## config.mk

```make
export PLATFORM = sky130hd
export DESIGN_NAME = cordic_rot_seq
export DESIGN_NICKNAME = d
export VERILOG_FILES = /design/src/rtl/cordic_pkg.sv /design/src/rtl/cordic_stage_alu.sv /design/src/rtl/cordic_rot_seq.sv
export SDC_FILE = /design/constraint.sdc
export NUM_CORES = 1
export LEC_CHECK = 0
export ABC_AREA = 1
export BUFFER_PORTS_ARGS = -buffer_cell sky130_fd_sc_hd__buf_2
export CORE_AREA = 2 2 210 212
export DETAILED_ROUTE_END_ITERATION = 6
export DIE_AREA = 0 0 212 214
export PLACE_DENSITY = 0.62
export SETUP_SLACK_MARGIN = 0.1
export SYNTH_ARGS = -nofsm -noshare
export SYNTH_HDL_FRONTEND = slang
export SYNTH_HIERARCHICAL = 1
export SYNTH_SLANG_ARGS = --single-unit
export TNS_END_PERCENT = 50
```

## constraint.sdc

```tcl
create_clock -name clk -period 5.33 [get_ports clk]
set_clock_uncertainty 0.05 [all_clocks]
set_input_delay 0.7995 -clock clk [delete_from_list [all_inputs] [get_ports clk]]
set_output_delay 0.7995 -clock clk [all_outputs]
set_load 0.03 [all_outputs]
```

## src/rtl/cordic_pkg.sv

```systemverilog
// Shared constants and types for the iterative rotation-mode CORDIC engine.
// Angles use the full word as one turn: 2^WIDTH corresponds to 360 degrees.
package cordic_pkg;

  localparam int WIDTH  = 32;
  localparam int ITER   = 16;
  localparam int ADDR_W = 4;

  typedef enum logic [1:0] {
    IDLE     = 2'd0,
    PREFETCH = 2'd1,
    ITERATE  = 2'd2,
    DONE     = 2'd3
  } state_t;

  localparam logic [WIDTH-1:0] ANG_90    = 32'h4000_0000;
  localparam logic [WIDTH-1:0] ANG_45    = 32'h2000_0000;
  // 1/K in Q2.30: callers pre-scale x/y by this to cancel the CORDIC gain.
  localparam logic [WIDTH-1:0] K_INV_Q30 = 32'h26DD_3B6A;

endpackage : cordic_pkg

```

## src/rtl/cordic_stage_alu.sv

```systemverilog
// One combinational CORDIC micro-rotation; the sequencer reuses it every
// iteration with the current shift amount and table angle.
module cordic_stage_alu #(
  parameter int WIDTH  = 32,
  parameter int ADDR_W = 4
) (
  input  logic [WIDTH-1:0]  x,
  input  logic [WIDTH-1:0]  y,
  input  logic [WIDTH-1:0]  z,
  input  logic [WIDTH-1:0]  atan,
  input  logic [ADDR_W-1:0] shift,
  output logic [WIDTH-1:0]  x_next,
  output logic [WIDTH-1:0]  y_next,
  output logic [WIDTH-1:0]  z_next
);

  logic             neg;
  logic [WIDTH-1:0] x_sh;
  logic [WIDTH-1:0] y_sh;

  // A negative residual angle rotates clockwise (d = -1).
  assign neg  = z[WIDTH-1];
  assign x_sh = WIDTH'($signed(x) >>> shift);
  assign y_sh = WIDTH'($signed(y) >>> shift);

  // All sums wrap modulo 2^WIDTH by construction of the unsigned vectors.
  always_comb begin
    x_next = neg ? (x + y_sh) : (x - y_sh);
    y_next = neg ? (y - x_sh) : (y + x_sh);
    z_next = neg ? (z + atan) : (z - atan);
  end

endmodule : cordic_stage_alu

```

## src/rtl/cordic_rot_seq.sv

```systemverilog
// Iterative rotation-mode CORDIC sequencer: walks the atan ROM 0..ITER-1,
// rotates (x,y) by z one micro-step per cycle and reports with a done pulse.
module cordic_rot_seq #(
  parameter int WIDTH  = 32,
  parameter int ITER   = 16,
  parameter int ADDR_W = 4
) (
  input  logic              clk,
  input  logic              rst_n,
  input  logic              start,
  input  logic [WIDTH-1:0]  x_in,
  input  logic [WIDTH-1:0]  y_in,
  input  logic [WIDTH-1:0]  z_in,
  output logic [ADDR_W-1:0] rom_addr,
  input  logic [WIDTH-1:0]  rom_data,
  output logic              busy,
  output logic              done,
  output logic [WIDTH-1:0]  x_out,
  output logic [WIDTH-1:0]  y_out,
  output logic [WIDTH-1:0]  z_out
);

  import cordic_pkg::*;

  localparam logic [ADDR_W-1:0] LAST_ITER = ADDR_W'(ITER - 1);

  state_t state;
  state_t state_nxt;

  logic [WIDTH-1:0]  x_r;
  logic [WIDTH-1:0]  y_r;
  logic [WIDTH-1:0]  z_r;
  logic [ADDR_W-1:0] iter;

  logic [WIDTH-1:0]  x_nx;
  logic [WIDTH-1:0]  y_nx;
  logic [WIDTH-1:0]  z_nx;
  logic [ADDR_W:0]   addr_ahead;
  logic [ADDR_W-1:0] addr_sat;
  logic              last_iter;

  cordic_stage_alu #(
    .WIDTH  (WIDTH),
    .ADDR_W (ADDR_W)
  ) u_stage (
    .x      (x_r),
    .y      (y_r),
    .z      (z_r),
    .atan   (rom_data),
    .shift  (iter),
    .x_next (x_nx),
    .y_next (y_nx),
    .z_next (z_nx)
  );

  // The ROM runs two entries ahead of the datapath; clamp at the last entry.
  assign addr_ahead = {1'b0, iter} + (ADDR_W+1)'(2);
  assign addr_sat   = (addr_ahead > {1'b0, LAST_ITER}) ? LAST_ITER
                                                       : addr_ahead[ADDR_W-1:0];
  assign last_iter  = (iter == LAST_ITER);

  // NOTE: state registers use non-blocking assignments so every flop samples
  // pre-edge values, matching the hardware regardless of block ordering.
  always_ff @(posedge clk) begin
    if (!rst_n) state <= IDLE;
    else        state <= state_nxt;
  end

  // NOTE: state_nxt gets a default before the case so no path leaves it
  // unassigned, which would otherwise infer a latch.
  always_comb begin
    state_nxt = state;
    case (state)
      IDLE:     if (start) state_nxt = PREFETCH;
      PREFETCH: state_nxt = ITERATE;
      ITERATE:  if (last_iter) state_nxt = DONE;
      DONE:     state_nxt = start ? PREFETCH : IDLE;
      default:  state_nxt = IDLE;
    endcase
  end

  always_ff @(posedge clk) begin
    if (!rst_n) begin
      x_r      <= '0;
      y_r      <= '0;
      z_r      <= '0;
      iter     <= '0;
      rom_addr <= '0;
      busy     <= 1'b0;
      done     <= 1'b0;
      x_out    <= '0;
      y_out    <= '0;
      z_out    <= '0;
    end else begin
      case (state)
        IDLE, DONE: begin
          done     <= 1'b0;
          rom_addr <= '0;
          if (start) begin
            x_r  <= x_in;
            y_r  <= y_in;
            z_r  <= z_in;
            iter <= '0;
            busy <= 1'b1;
          end
        end
        PREFETCH: begin
          rom_addr <= ADDR_W'(1);
        end
        ITERATE: begin
          x_r      <= x_nx;
          y_r      <= y_nx;
          z_r      <= z_nx;
          iter     <= iter + ADDR_W'(1);
          rom_addr <= addr_sat;
          if (last_iter) begin
            x_out <= x_nx;
            y_out <= y_nx;
            z_out <= z_nx;
            done  <= 1'b1;
            busy  <= 1'b0;
          end
        end
        default: begin
          busy <= 1'b0;
          done <= 1'b0;
        end
      endcase
    end
  end

endmodule : cordic_rot_seq

```

After elaboration in Yosys (flattened, before gate mapping)
Cells that the tools add are included.
Storage, ports and cells
  memories: 0
  bits in writable memories: 0
  latch bits: 0
  output and inout bits: 102
  memory bits (read-only): 0
  bits in registers: 204
  bits of input ports: 131
Operators by class
  divide/modulo/power cells: 0
  bitwise operators: 0
  shifts and indexed selects: 2
  add/sub/neg operators: 8
  magnitude comparators: 1
  muxes and demuxes: 22
  reductions and logical operators: 8
  equal/unequal tests: 7
  multipliers: 0
Operator list (number)
  $mux 32: 6
  $pmux 32 s2: 3
  $add 32x32->32: 3
  $sub 32x32->32: 3
  $sshr 32x4->32: 2
  $pmux 4 s3: 1
  $mux 4: 2
  $pmux 2 s4: 1
  $pmux 4 s2: 1
  $reduce_and 2->1: 4
  $ne 2x2->1 const B: 3
  $add 4x2->5 const B: 1
  $gt 5x4->1 const B: 1
  $add 4x1->4 const B: 1
  $eq 2x2->1 const B: 2
  $eq 4x4->1 const B: 1
  $mux 1: 4
  $mux 2: 2
  $pmux 1 s2: 2
  $reduce_and 3->1: 1
  $eq 2x1->1 const B: 1
  $logic_not 2->1: 1
  $reduce_bool 2->1: 1
  $reduce_or 2->1: 1

Longest topological paths before layout
  depth after elaboration: 4
  depth in mapped cells: 32
  depth with buffers taken out: 30

By module
The synthesis kept the hierarchy.
Modules (own cells, without submodules)
  cordic_stage_alu: instances 1, sequential area each 0.0 sq um, area an instance 11018.1 sq um, cells an instance 2123
  cordic_rot_seq: instances 1, sequential area each 4083.9 sq um, area an instance 8250.4 sq um, cells an instance 1045

Worst setup path before layout
OpenSTA, ideal clock, no wires.
  kind: register to register
  start: register iter[0]
  end: register y_r[26]
  data arrival time: 3882 ps
  required time: 5221 ps
  stages on the path, launching flop included: 30
  path slack: 1339 ps
  setup time: 59 ps
  path through: dfxtp_1 -> buf_6 -> inv_4 -> buf_6 -> nand2_1 -> nand3_1 -> nand3_1 -> nand2_1 -> o21ai_2 -> ha_1 -> inv_1 -> nor2_1 -> nand4_2 -> nor2_4 -> nand4_1 -> nand3_1 -> nand2_1 -> ha_1 -> nand2_1 -> nor4_1 -> nand4_1 -> nand3_1 -> nand2_1 -> nand2_1 -> nand2_1 -> nand2_1 -> xor2_1 -> nand2_1 -> nand3_1 -> o211a_1
On the way
  longest elaborated chain between the ends: 4
  elaborated cells on any way between the ends: 5
RTL lines
  start, declared: RTL line cordic_rot_seq.sv:33  | logic [ADDR_W-1:0] iter;
  start signal, assigned: RTL line cordic_rot_seq.sv:114  | iter <= iter + ADDR_W'(1);
  $sshr 32x4->32 *: RTL line cordic_stage_alu.sv:23  | assign x_sh = WIDTH'($signed(x) >>> shift);
  $add 32x32->32 or $sub 32x32->32 (tied branches): RTL line cordic_stage_alu.sv:29  | y_next = neg ? (y - x_sh) : (y + x_sh);
  $mux 32 *: RTL line cordic_stage_alu.sv:29
  via y_nx[26]: RTL line cordic_rot_seq.sv:36  | logic [WIDTH-1:0] y_nx;
  $pmux 32 s2 *: RTL line cordic_rot_seq.sv:95  | case (state)
  end signal, assigned: RTL line cordic_rot_seq.sv:101  | y_r <= y_in;
  end signal, assigned: RTL line cordic_rot_seq.sv:112  | y_r <= y_nx;
  end, declared: RTL line cordic_rot_seq.sv:31  | logic [WIDTH-1:0] y_r;
Mark *: on every way through the listed nets, which the timed path passes. The rest lies on a longest branch.
A chain may end at the register's enable or synchronous reset.

Final worst setup path
  start: register iter[1]
  end: register y_r[29]
Same word-level chain as after synthesis.

==> results.sh <==
export IMPL_status="finished, final reports clean"
export IMPL_multi_input_area_um2=13700
export IMPL_fillers=4594
export IMPL_die_area_um2=45400
export IMPL_ys_ff_latch=204
export IMPL_area_delta_synth_final_pct=12.8
export IMPL_slew_violations=0
export IMPL_stdcell_count=3919
export IMPL_vias_per_cell=5.53
export IMPL_grt_overflow=0
export IMPL_n_antenna_cell=0
export IMPL_cts_path_max_buffers=3
export IMPL_antenna_found_initial=0
export IMPL_critPathMaxFanout=33
export IMPL_synth_area_per_cell_um2=6.08
export IMPL_synthArstFlopShare_pct=0
export IMPL_die_w_um=212
export IMPL_synth_cell_type_count=46
export IMPL_cts_tree="done"
export IMPL_setup_viol=0
export IMPL_synthDominantCellAreaShare_pct=22.1
export IMPL_grt_pass1_vias=20500
export IMPL_critPathLaunch="iter[1]$_SDFFE_PN0P_"
export IMPL_synth_cell_area_um2=19300
export IMPL_ys_flop_type="dfxtp_1"
export IMPL_clockRootBuffer="clkbuf_16"
export IMPL_min_delay_start="z_out[9]$_SDFFE_PN0P_"
export IMPL_portBuffers=232
export IMPL_final_seq_area_um2=4090
export IMPL_syn_num_nets=3414
export IMPL_crit_type="flop to flop"
export IMPL_endpoint_kind="flop"
export IMPL_wl_mm=73.6
export IMPL_grt_pass1_wl_mm=114
export IMPL_clock_latency_ps=550
export IMPL_cp_data_arrival_time_ps=5180
export IMPL_nets=3566
export IMPL_dp_hpwl_mm=57.9
export IMPL_ios=233
export IMPL_drt_iter0_drc=1837
export IMPL_hold_viol=0
export IMPL_path_clk_slew_ps=60
export IMPL_final_util_pct=50.7
export IMPL_finalCriticalPeriod_ps=4740
export IMPL_start_kind="flop"
export IMPL_cap_viol_max_count=0
export IMPL_crit_reg2reg_launch="iter[1]$_SDFFE_PN0P_"
export IMPL_tightestPinTransition_ps=1170
export IMPL_post_place_cells=3878
export IMPL_core_area_um2=42900
export IMPL_start_util_pct=44.9
export IMPL_ant_nets=0
export IMPL_yosys_area_top_type="nand2_1"
export IMPL_hp_class="flop to flop"
export IMPL_synthTopCellsByArea="nand2_1, dfxtp_1, nand3_1"
export IMPL_grt_max_degree=100
export IMPL_clock_sinks=204
export IMPL_cts_made_buffers=25
export IMPL_netlist_instances=3168
export IMPL_final_setup_tns_ps=0
export IMPL_dr_pass1_iters=6
export IMPL_relSlewSlack_pct=22.0
export IMPL_critPathRequiredTime_ps=5770
export IMPL_rsz0062_at_grt="no"
export IMPL_drc=0
export IMPL_fmaxAchievable_mhz=211
export IMPL_drive_gt1_share_pct=11.2
export IMPL_ys_warn_count=6
export IMPL_rows=76
export IMPL_place_congestion=0.984
export IMPL_wl_per_cell_um=18.8
export IMPL_ys_seq_area_share_pct=21.2
export IMPL_grt_usage_pct=31.5
export IMPL_vias=21700
export IMPL_htree_num_levels=1
export IMPL_fin_crit_sh_pct=89.0
export IMPL_die_h_um=214
export IMPL_synth_edf_count=0
-- critical path: stages, from the launching register on --
cell,delay [ps]
dfxtp_2,350
inv_6,210
buf_4,280
nand3_1,130
nand3_1,80
nand2_1,100
o21ai_2,240
ha_1,210
inv_1,60
nor2_1,160
nand4_2,170
nor2_4,210
nand4_1,200
nand4_1,130
nand2_1,120
ha_1,390
nand2_1,110
nor2_1,140
inv_1,50
nor2_1,130
inv_1,60
o2111ai_1,350
nand2_1,90
nand2_1,90
xor2_1,220
nand2_1,80
nand3_1,110
o211a_1,150
-- cell type report --
cell class / count / area share (%)
Multi-Input combinational cell: 2611 / 63.3
Sequential cell: 204 / 18.8
Inverter: 204 / 3.58
Clock inverter: 5 / 0.363
Timing Repair Buffer: 274 / 7.21
Tap cell: 585 / 3.37
Clock buffer: 36 / 3.39
-- synth_stat cells, types with 4 or more instances --
master / count
o21ai_1: 13
nand3b_1: 6
a221oi_1: 6
a31oi_1: 24
nand2_2: 9
buf_1: 28
o211a_1: 96
nor2_2: 9
ha_1: 112
inv_1: 189
inv_2: 13
a21oi_1: 214
nand2_1: 1132
clkbuf_1: 56
a21o_1: 16
buf_6: 6
xnor2_1: 37
nand3_1: 438
o21a_1: 6
nor2_4: 5
o21ai_0: 50
a21boi_0: 4
o21bai_1: 13
nand4_1: 26
dfxtp_1: 204
nor4_1: 8
nor2_1: 211
nor3_1: 19
buf_2: 53
o31ai_1: 6
xor2_1: 119
o21ai_2: 9
buf_4: 6
-- timing repair --
item | 4_1_cts | 5_1_grt
setup endpoints to repair | 0 | 16
setup buffers | 0 | 0
resized for setup | 0 | 5
hold buffers | 0 | 0
-- per-layer routing --
layer,GRT usage (%),vias to the layer above,part of all wire (%)
met3,3.43,108,5.5
met4,9.86,0,3.4
met5,0,-,0
met1,42.4,10000,45
li1,-,10800,-
met2,52.6,689,46
-- stage by stage --
stage | area, µm² | setup slack, ps | hold WS [ps]
CTS | 21700 | 406 | 409
detailed placement | 20900 | 449 | 400
global placement | 20900 | 536 | 395
floorplan | 19300 | 1340 | 422
global route | 21700 | 159 | 422
finish | 21700 | 587 | 407
-- state kept, by name (all words and copies together), names as in the netlist --
signal    flops
x_out        32
y_r          32
iter          4
done          1
busy          1
state         2
rom_addr      4
x_r          32
y_out        32
z_r          32
z_out        32
-- path summary, 6_finish.rpt --
path | endpoint | slack, ps | depth (start not counted)
max | y_r[29]$_SDFFE_PN0P_ | 590 | 27
min | z_out[9]$_SDFFE_PN0P_ | 410 | 2
max reg2reg | y_r[29]$_SDFFE_PN0P_ | 590 | 27
min reg2reg | z_out[9]$_SDFFE_PN0P_ | 410 | 2
-- cell usage in the layout, fill, tap and decap left out, types with 12 or more instances in the layout --
cell type	n
nand2_1	1131
ha_1	111
o21bai_1	13
clkbuf_16	25
nor2_1	211
a21o_1	16
o21ai_1	13
xor2_1	119
nand4_1	26
o21ai_0	50
nand3_1	438
dfxtp_1	201
nor3_1	19
a31oi_1	24
buf_2	231
o211a_1	96
inv_1	187
xnor2_1	37
buf_4	36
a21oi_1	214
inv_2	12
-- logic make-up (layout without fill, tap and decap cells) --
logic type      Yosys count  in the layout  share of synthesized area [%]
fa+ha+maj               115            115                           7.58
compound gates          467            467                           15.9
xor+xnor                156            156                           7.09
buf+inv                 353            519                           7.59
simple gates           1873           1873                           40.7
flops                   204            204                           21.2
Power is left out: the tool's default activity adds up to more than one toggle a clock period on the data nets, which glitch-free logic cannot reach.
